$ cat src/rtl/gpioemu_mult_engine_if.sv
// Register bus between a host and the multiplier engine: address, strobes, write and read data.
// The slave returns registered read data one cycle after the read strobe is sampled.
interface gpioemu_mult_engine_if;
   logic [15:0] saddress;
   logic        srd;
   logic        swr;
   logic [31:0] sdata_in;
   logic [31:0] sdata_out;

   modport master (
      output saddress, srd, swr, sdata_in,
      input  sdata_out
   );

   modport slave (
      input  saddress, srd, swr, sdata_in,
      output sdata_out
   );
endinterface

$ cat src/rtl/gpioemu_mult_engine.sv
// Bus-mapped shift-add multiplier with result popcount, operation counter and GPIO capture.
// A start write launches one operation; DONE is reached 1+OP_W+RES_W cycles after the write.
module gpioemu_mult_engine #(
   parameter int OP_W  = 24,
   parameter int RES_W = 32,
   parameter int CNT_W = 16
) (
   input  logic                 clk,
   input  logic                 reset,
   gpioemu_mult_engine_if.slave bus,
   input  logic [31:0]          gpio_in,
   input  logic                 gpio_latch,
   output logic [31:0]          gpio_out,
   output logic [31:0]          gpio_in_s_insp
);

   localparam int PW = 2 * OP_W;
   localparam int LW = $clog2(RES_W + 1);
   localparam int IW = 6;

   localparam logic [15:0] ADDR_A1 = 16'h037F;
   localparam logic [15:0] ADDR_A2 = 16'h0388;
   localparam logic [15:0] ADDR_W  = 16'h0390;
   localparam logic [15:0] ADDR_L  = 16'h0398;
   localparam logic [15:0] ADDR_CS = 16'h03A0;

   typedef enum logic [1:0] {
      S_IDLE  = 2'd0,
      S_MULT  = 2'd1,
      S_COUNT = 2'd2,
      S_DONE  = 2'd3
   } state_t;

   state_t            state;
   state_t            state_nxt;

   logic [OP_W-1:0]   a1;
   logic [OP_W-1:0]   a2;
   logic [OP_W-1:0]   a1_copy;
   logic [OP_W-1:0]   a2_copy;
   logic [PW-1:0]     product;
   logic [LW-1:0]     ones_cnt;
   logic [IW-1:0]     idx;
   logic [CNT_W-1:0]  op_cnt;
   logic              ign;
   logic              valid;
   logic              start_q;
   logic [31:0]       gpio_in_s;

   logic              busy;
   logic              done;
   logic              mult_last;
   logic              count_last;

   logic              wr_a1;
   logic              wr_a2;
   logic              wr_cs;
   logic              start_req;
   logic              ign_clr;

   logic [OP_W-1:0]   a2_sh;
   logic [PW-1:0]     prod_sh;
   logic              a2_bit;
   logic              prod_bit;
   logic              upper_zero;
   logic [31:0]       rd_dat;

   assign wr_a1     = bus.swr && (bus.saddress == ADDR_A1);
   assign wr_a2     = bus.swr && (bus.saddress == ADDR_A2);
   assign wr_cs     = bus.swr && (bus.saddress == ADDR_CS);
   assign start_req = wr_cs && bus.sdata_in[0];
   assign ign_clr   = wr_cs && bus.sdata_in[3];

   // Bit i of the multiplier and bit j of the product are picked by shifting, so the
   // step index can stay one fixed width regardless of operand and result widths.
   assign a2_sh      = a2_copy >> idx;
   assign prod_sh    = product >> idx;
   assign a2_bit     = a2_sh[0];
   assign prod_bit   = prod_sh[0];
   assign upper_zero = ((product >> RES_W) == '0);

   always_ff @(posedge clk) begin
      if (reset) begin
         state <= S_IDLE;
      end else begin
         state <= state_nxt;
      end
   end

   always_comb begin
      state_nxt = state;
      case (state)
         S_IDLE:  if (start_q)    state_nxt = S_MULT;
         S_MULT:  if (mult_last)  state_nxt = S_COUNT;
         S_COUNT: if (count_last) state_nxt = S_DONE;
         S_DONE:  if (start_q)    state_nxt = S_MULT;
         default:                 state_nxt = S_IDLE;
      endcase
   end

   always_comb begin
      busy       = 1'b0;
      done       = 1'b0;
      mult_last  = 1'b0;
      count_last = 1'b0;
      case (state)
         S_MULT: begin
            busy      = 1'b1;
            mult_last = (idx == IW'(OP_W - 1));
         end
         S_COUNT: begin
            busy       = 1'b1;
            count_last = (idx == IW'(RES_W - 1));
         end
         S_DONE:  done = 1'b1;
         default: ;
      endcase
   end

   // A start is registered for one cycle before launching, which gives the extra
   // cycle between the start write and the first multiply step.
   always_ff @(posedge clk) begin
      if (reset) begin
         a1        <= '0;
         a2        <= '0;
         a1_copy   <= '0;
         a2_copy   <= '0;
         product   <= '0;
         ones_cnt  <= '0;
         idx       <= '0;
         op_cnt    <= '0;
         ign       <= 1'b0;
         valid     <= 1'b0;
         start_q   <= 1'b0;
         gpio_in_s <= '0;
      end else begin
         if (wr_a1) a1 <= bus.sdata_in[OP_W-1:0];
         if (wr_a2) a2 <= bus.sdata_in[OP_W-1:0];

         start_q <= start_req && !busy;
         if (ign_clr)           ign <= 1'b0;
         if (start_req && busy) ign <= 1'b1;

         if (start_q) begin
            a1_copy  <= a1;
            a2_copy  <= a2;
            product  <= '0;
            ones_cnt <= '0;
            idx      <= '0;
         end else if (state == S_MULT) begin
            if (a2_bit) product <= product + (PW'(a1_copy) << idx);
            idx <= mult_last ? '0 : idx + IW'(1);
         end else if (state == S_COUNT) begin
            ones_cnt <= ones_cnt + LW'(prod_bit);
            idx      <= count_last ? '0 : idx + IW'(1);
            if (count_last) begin
               valid  <= upper_zero;
               op_cnt <= op_cnt + CNT_W'(1);
            end
         end

         if (gpio_latch) gpio_in_s <= gpio_in;
      end
   end

   always_comb begin
      rd_dat = '0;
      case (bus.saddress)
         ADDR_A1: rd_dat = 32'(a1);
         ADDR_A2: rd_dat = 32'(a2);
         ADDR_W:  rd_dat = 32'(product[RES_W-1:0]);
         ADDR_L:  rd_dat = 32'(ones_cnt);
         ADDR_CS: rd_dat = {28'b0, ign, done, valid, busy};
         default: rd_dat = '0;
      endcase
   end

   always_ff @(posedge clk) begin
      if (reset) begin
         bus.sdata_out <= '0;
      end else if (bus.srd) begin
         bus.sdata_out <= rd_dat;
      end
   end

   assign gpio_out       = 32'(op_cnt);
   assign gpio_in_s_insp = gpio_in_s;

endmodule

$ cat src/flat_wrapper.sv
// flat-port wrapper written by rule: the top's interface ports become plain ports
module gpioemu_mult_engine_flat 
#(
   parameter int OP_W  = 24,
   parameter int RES_W = 32,
   parameter int CNT_W = 16
)
  (clk, reset, gpio_in, gpio_latch, gpio_out, gpio_in_s_insp, bus_saddress, bus_srd, bus_swr, bus_sdata_in, bus_sdata_out);
  gpioemu_mult_engine_if bus_i ();
  input  logic clk;
  input  logic reset;
  input  logic [31:0] gpio_in;
  input  logic gpio_latch;
  output logic [31:0] gpio_out;
  output logic [31:0] gpio_in_s_insp;
  input wire logic [$bits(bus_i.saddress)-1:0] bus_saddress;
  input wire logic [$bits(bus_i.srd)-1:0] bus_srd;
  input wire logic [$bits(bus_i.swr)-1:0] bus_swr;
  input wire logic [$bits(bus_i.sdata_in)-1:0] bus_sdata_in;
  output wire logic [$bits(bus_i.sdata_out)-1:0] bus_sdata_out;
  assign bus_i.saddress = bus_saddress;
  assign bus_i.srd = bus_srd;
  assign bus_i.swr = bus_swr;
  assign bus_i.sdata_in = bus_sdata_in;
  assign bus_sdata_out = bus_i.sdata_out;
  gpioemu_mult_engine #(.OP_W(OP_W), .RES_W(RES_W), .CNT_W(CNT_W)) u_core (.clk(clk), .reset(reset), .bus(bus_i), .gpio_in(gpio_in), .gpio_latch(gpio_latch), .gpio_out(gpio_out), .gpio_in_s_insp(gpio_in_s_insp));
endmodule
$ cat config.mk
export PLATFORM = sky130hd
export DESIGN_NAME = gpioemu_mult_engine_flat
export DESIGN_NICKNAME = d
export VERILOG_FILES = /design/src/rtl/gpioemu_mult_engine_if.sv /design/src/rtl/gpioemu_mult_engine.sv /design/src/flat_wrapper.sv
export SDC_FILE = /design/constraint.sdc
export NUM_CORES = 1
export LEC_CHECK = 0
export ABC_AREA = 1
export CORE_MARGIN = 5
export CORE_UTILIZATION = 45
export DETAILED_ROUTE_END_ITERATION = 6
export GPL_TIMING_DRIVEN = 1
export PLACE_DENSITY_LB_ADDON = 0.25
export SYNTH_ARGS = -nofsm -noshare
export SYNTH_HDL_FRONTEND = slang
export SYNTH_SLANG_ARGS = --single-unit
$ cat constraint.sdc
create_clock -name clk -period 3.81 [get_ports clk]
set_clock_uncertainty 0.2 [all_clocks]
set_input_delay 0.762 -clock clk [delete_from_list [all_inputs] [get_ports clk]]
set_output_delay 0.762 -clock clk [all_outputs]
set_load 0.01 [all_outputs]
==> run summary <==
### Clock network
• **root buffer selected by CTS** sky130_fd_sc_hd__clkbuf_16
• **TritonCTS buffer count** 28
• **clock tree from TritonCTS** yes
• **clock latency at the later pin of the worst-skew pair** 0.58 ns
• **number of buffers on the longest clock path** 3
• **number of hold buffers added after cts** 0
• **Sink Count** 241
• **clock input transition at the sequential cells of the worst setup and hold paths** 0.06 ns
• **H-Tree Depth** 1

### Final layout
• **P&R area growth vs syn** 29.5%
• **share of layout cells above drive strength 1** 14.7%
• **Net count, final** 2,856
• **count of non-filler cells in the finished layout** 3,184
• **total inserted antenna cells** 0

### Logic synthesis
• **instance count of the mapped netlist** 2,466
• **sequential area share after synthesis** 31.3%
• **cell taking the most area after synthesis** sky130_fd_sc_hd__dfxtp_1
• **most common cell in the netlist** sky130_fd_sc_hd__nand2_1
• **number of synthesis warnings** 0
• **number of distinct standard cells referenced by the synthesized netlist** 59
• **number of enable flip-flop cells after synthesis** 0
• **number of storage elements in the synthesis netlist** 241
• **area share of the largest cell type after synthesis** 31.3%
• **top flip-flop cell by instance count after synthesis** sky130_fd_sc_hd__dfxtp_1
• **Synth area leaders** sky130_fd_sc_hd__dfxtp_1 (31%), sky130_fd_sc_hd__nand2_1 (15%), sky130_fd_sc_hd__o21ai_0 (7.7%), sky130_fd_sc_hd__a21oi_1 (7.3%), sky130_fd_sc_hd__nor2_1 (7.2%)
• **post-synthesis cell area** 15,400 um2
• **share of synthesized registers carrying an async set or reset** 0%
• **Avg Cell Area, Syn** 6.26 um2
• **most used standard cells in the synthesized netlist** sky130_fd_sc_hd__nand2_1 (597), sky130_fd_sc_hd__nor2_1 (298), sky130_fd_sc_hd__inv_1 (275)

### Floorplan
• **core area** 33,700 um2
• **starting density of the core** 45.8%
• **overall die area** 38,100 um2
• **die outline height** 195 um
• **number of placed I/O pins** 181
• **Placement Rows** 67
• **Die W** 195 um

### Placement
• **final weighted congestion in routability-driven placement** 1.06
• **count of input and output buffers** 156
• **Placed Cells** 3,120
• **Post-Place Worst Slack** -0.0714 ns
• **hpwl dp** 43,400 um

### Worst setup path
• **most frequent cell on the critical path** sky130_fd_sc_hd__nand2_1
• **count of buffer and inverter cells on the critical path** 4
• **crit path launch type** flip-flop
• **critical path arrival** 3.97 ns
• **critical path peak fanout** 17
• **delay of the slowest critical-path stage** 0.39 ns
• **kind of cell with the highest combined delay on the critical path** simple AND/OR/NAND/NOR gates
• **worst path required time** 4.11 ns
• **worst setup path category** reg -> reg
• **endpoint class of the critical path** flip-flop
• **Worst path slowest cell** sky130_fd_sc_hd__dfxtp_4

### Pwr
• **IR Drop Worst-Case VDD** 0.000400 V
• **Total Power Consumption** 8.90 mW
• **areal power density over the cells** 445 nW/um2
• **reported leakage power** 8.84 nW

### Drt
• **DRC viols** 0
• **Detailed Route Iter0 Violations** 1,551
• **routed wire length** 56,400 um
• **Avg WL per Cell** 17.7 um
• **first drt pass iteration count** 6
• **total number of vias** 17,400
• **DRT antenna net count** 0
• **via/cell ratio** 5.45

### STA
• **PnR worst setup slack** 0.144 ns
• **max-slew violation count** 0
• **fmax** 273 MHz
• **final hold violation count** 0
• **shortest clock period the worst path allows after layout** 3.67 ns
• **endpoints failing setup** 0
• **Tightest Pin Transition** 0.963 ns
• **RSZ-0062 raised after global routing** yes
• **slew margin rel.** 35.8%
• **Period Utilization, post-route** 96.2%

### GRT
• **layer with the highest usage after global routing** met2
• **remaining global-route overflow** 0
• **met3 usage** 5.26%
• **via count of the first global-routing pass** 16,500
• **antenna violations before repair** 0
• **Tot GR Track Use** 28.1%
• **global-route wire length before repair** 88,100 um
• **maximum number of pins on one net before global-route repair** 132
• **GR Util met2** 47.7%
• **met1 track utilization from global routing** 37.1%

### Hold path
• **class of the tightest hold or removal check** reg -> reg

### Run status
• **run status** finished clean

### Flow run
• **Maximum Capacitance Violations** 0

-- timing repair --
| item | CTS | global route |
|---|---|---|
| setup endpoints to repair | 10 | 36 |
| setup buffers | 0 | 13 |
| pin swaps | 0 | 26 |
| resized for setup | 7 | 152 |
-- sequential cells by signal, summed over array words and instances (netlist names) --
register / count
u_core.a2_copy: 24
u_core.valid: 1
u_core.product: 48
u_core.ign: 1
u_core.a2: 24
u_core.a1: 24
u_core.a1_copy: 24
u_core.gpio_in_s_insp: 32
u_core.bus.sdata_out: 32
u_core.start_q: 1
u_core.op_cnt: 16
u_core.ones_cnt: 6
u_core.state: 2
u_core.idx: 6
-- through the flow --
| step | utilization [%] | hold WS (ns) | TNS (ns) | area [um2] |
|---|---|---|---|---|
| CTS | 57.5 | 0.266 | 0 | 19400 |
| floorplan | - | 0.240 | 0 | 15500 |
| finish | 59.3 | 0.264 | 0 | 20000 |
| global route | 59.3 | 0.287 | -0.203 | 20000 |
| global placement | 54.1 | 0.253 | -0.0374 | 18200 |
| detailed placement | 54.1 | 0.256 | -0.0899 | 18200 |
-- tightest hold or removal path, stage by stage (launching register included) --
cell and delay (ns):
sky130_fd_sc_hd__dfxtp_1 0.31, sky130_fd_sc_hd__nand2_1 0.06, sky130_fd_sc_hd__a21oi_1 0.05
-- worst paths after layout --
check	slack (ns)	endpoint	cells after the start	start
min reg2reg	0.26	u_core.bus.sdata_out[7]	2	u_core.bus.sdata_out[7]
max	0.14	u_core.product[37]	25	u_core.idx[0]
max reg2reg	0.14	u_core.product[37]	25	u_core.idx[0]
min	0.26	u_core.bus.sdata_out[7]	2	u_core.bus.sdata_out[7]
-- area by class of cell --
cell class              count  area, um2
clock buffers              33        769
repair buffers            338       3010
multi-input cells        1820       9410
flip-flops and latches    241       4830
well taps                 448        561
fillers                  3214      13700
clock inverters            18        333
inverters                 286       1080
-- where the power goes --
| part | total (mW) | switching [mW] | internal, mW | leakage, nW |
|---|---|---|---|---|
| Clock | 3.16 | 1.17 | 1.99 | 0.540 |
| Sequential | 2.67 | 0.0740 | 2.59 | 1.95 |
| Combinational | 3.07 | 1.82 | 1.25 | 6.35 |
-- layer usage --
layer | up-vias | wire length [um]
li1 | 8517 | -
met1 | 8063 | 24200
met2 | 680 | 26300
met3 | 100 | 4450
met4 | 0 | 1560
met5 | - | 0
-- cell families after synthesis --
logic type,synth area share [%]
mux,0.0648
buf+inv,11.7
other cells,0.0243
fa+ha+maj,4.59
xor+xnor,1.59
simple gates,30.6
compound gates,20.1
flops,31.3
-- placed cells by master, fill, tap and decap left out, types with 8 or more instances in the layout --
master                              n
sky130_fd_sc_hd__nand2_1          572
sky130_fd_sc_hd__inv_1            274
sky130_fd_sc_hd__nor2_1           264
sky130_fd_sc_hd__dfxtp_1          238
sky130_fd_sc_hd__o21ai_0          219
sky130_fd_sc_hd__a21oi_1          200
sky130_fd_sc_hd__buf_4            175
sky130_fd_sc_hd__clkdlybuf4s50_1  155
sky130_fd_sc_hd__nand3_1          142
sky130_fd_sc_hd__o21ai_1           49
sky130_fd_sc_hd__ha_1              48
sky130_fd_sc_hd__nor2_2            30
sky130_fd_sc_hd__nand2_2           28
sky130_fd_sc_hd__clkbuf_16         28
sky130_fd_sc_hd__a21oi_2           25
sky130_fd_sc_hd__xor2_1            25
sky130_fd_sc_hd__nor3_1            24
sky130_fd_sc_hd__o22ai_1           21
sky130_fd_sc_hd__nand4_1           18
sky130_fd_sc_hd__conb_1            16
sky130_fd_sc_hd__nand3_2           13
sky130_fd_sc_hd__o21ai_2           10
sky130_fd_sc_hd__nor4_1             9
sky130_fd_sc_hd__o221ai_1           9
sky130_fd_sc_hd__nor2_4             9
sky130_fd_sc_hd__o21a_1             8
sky130_fd_sc_hd__bufinv_16          8
No activity file was read; power rests on OpenSTA's default activity.
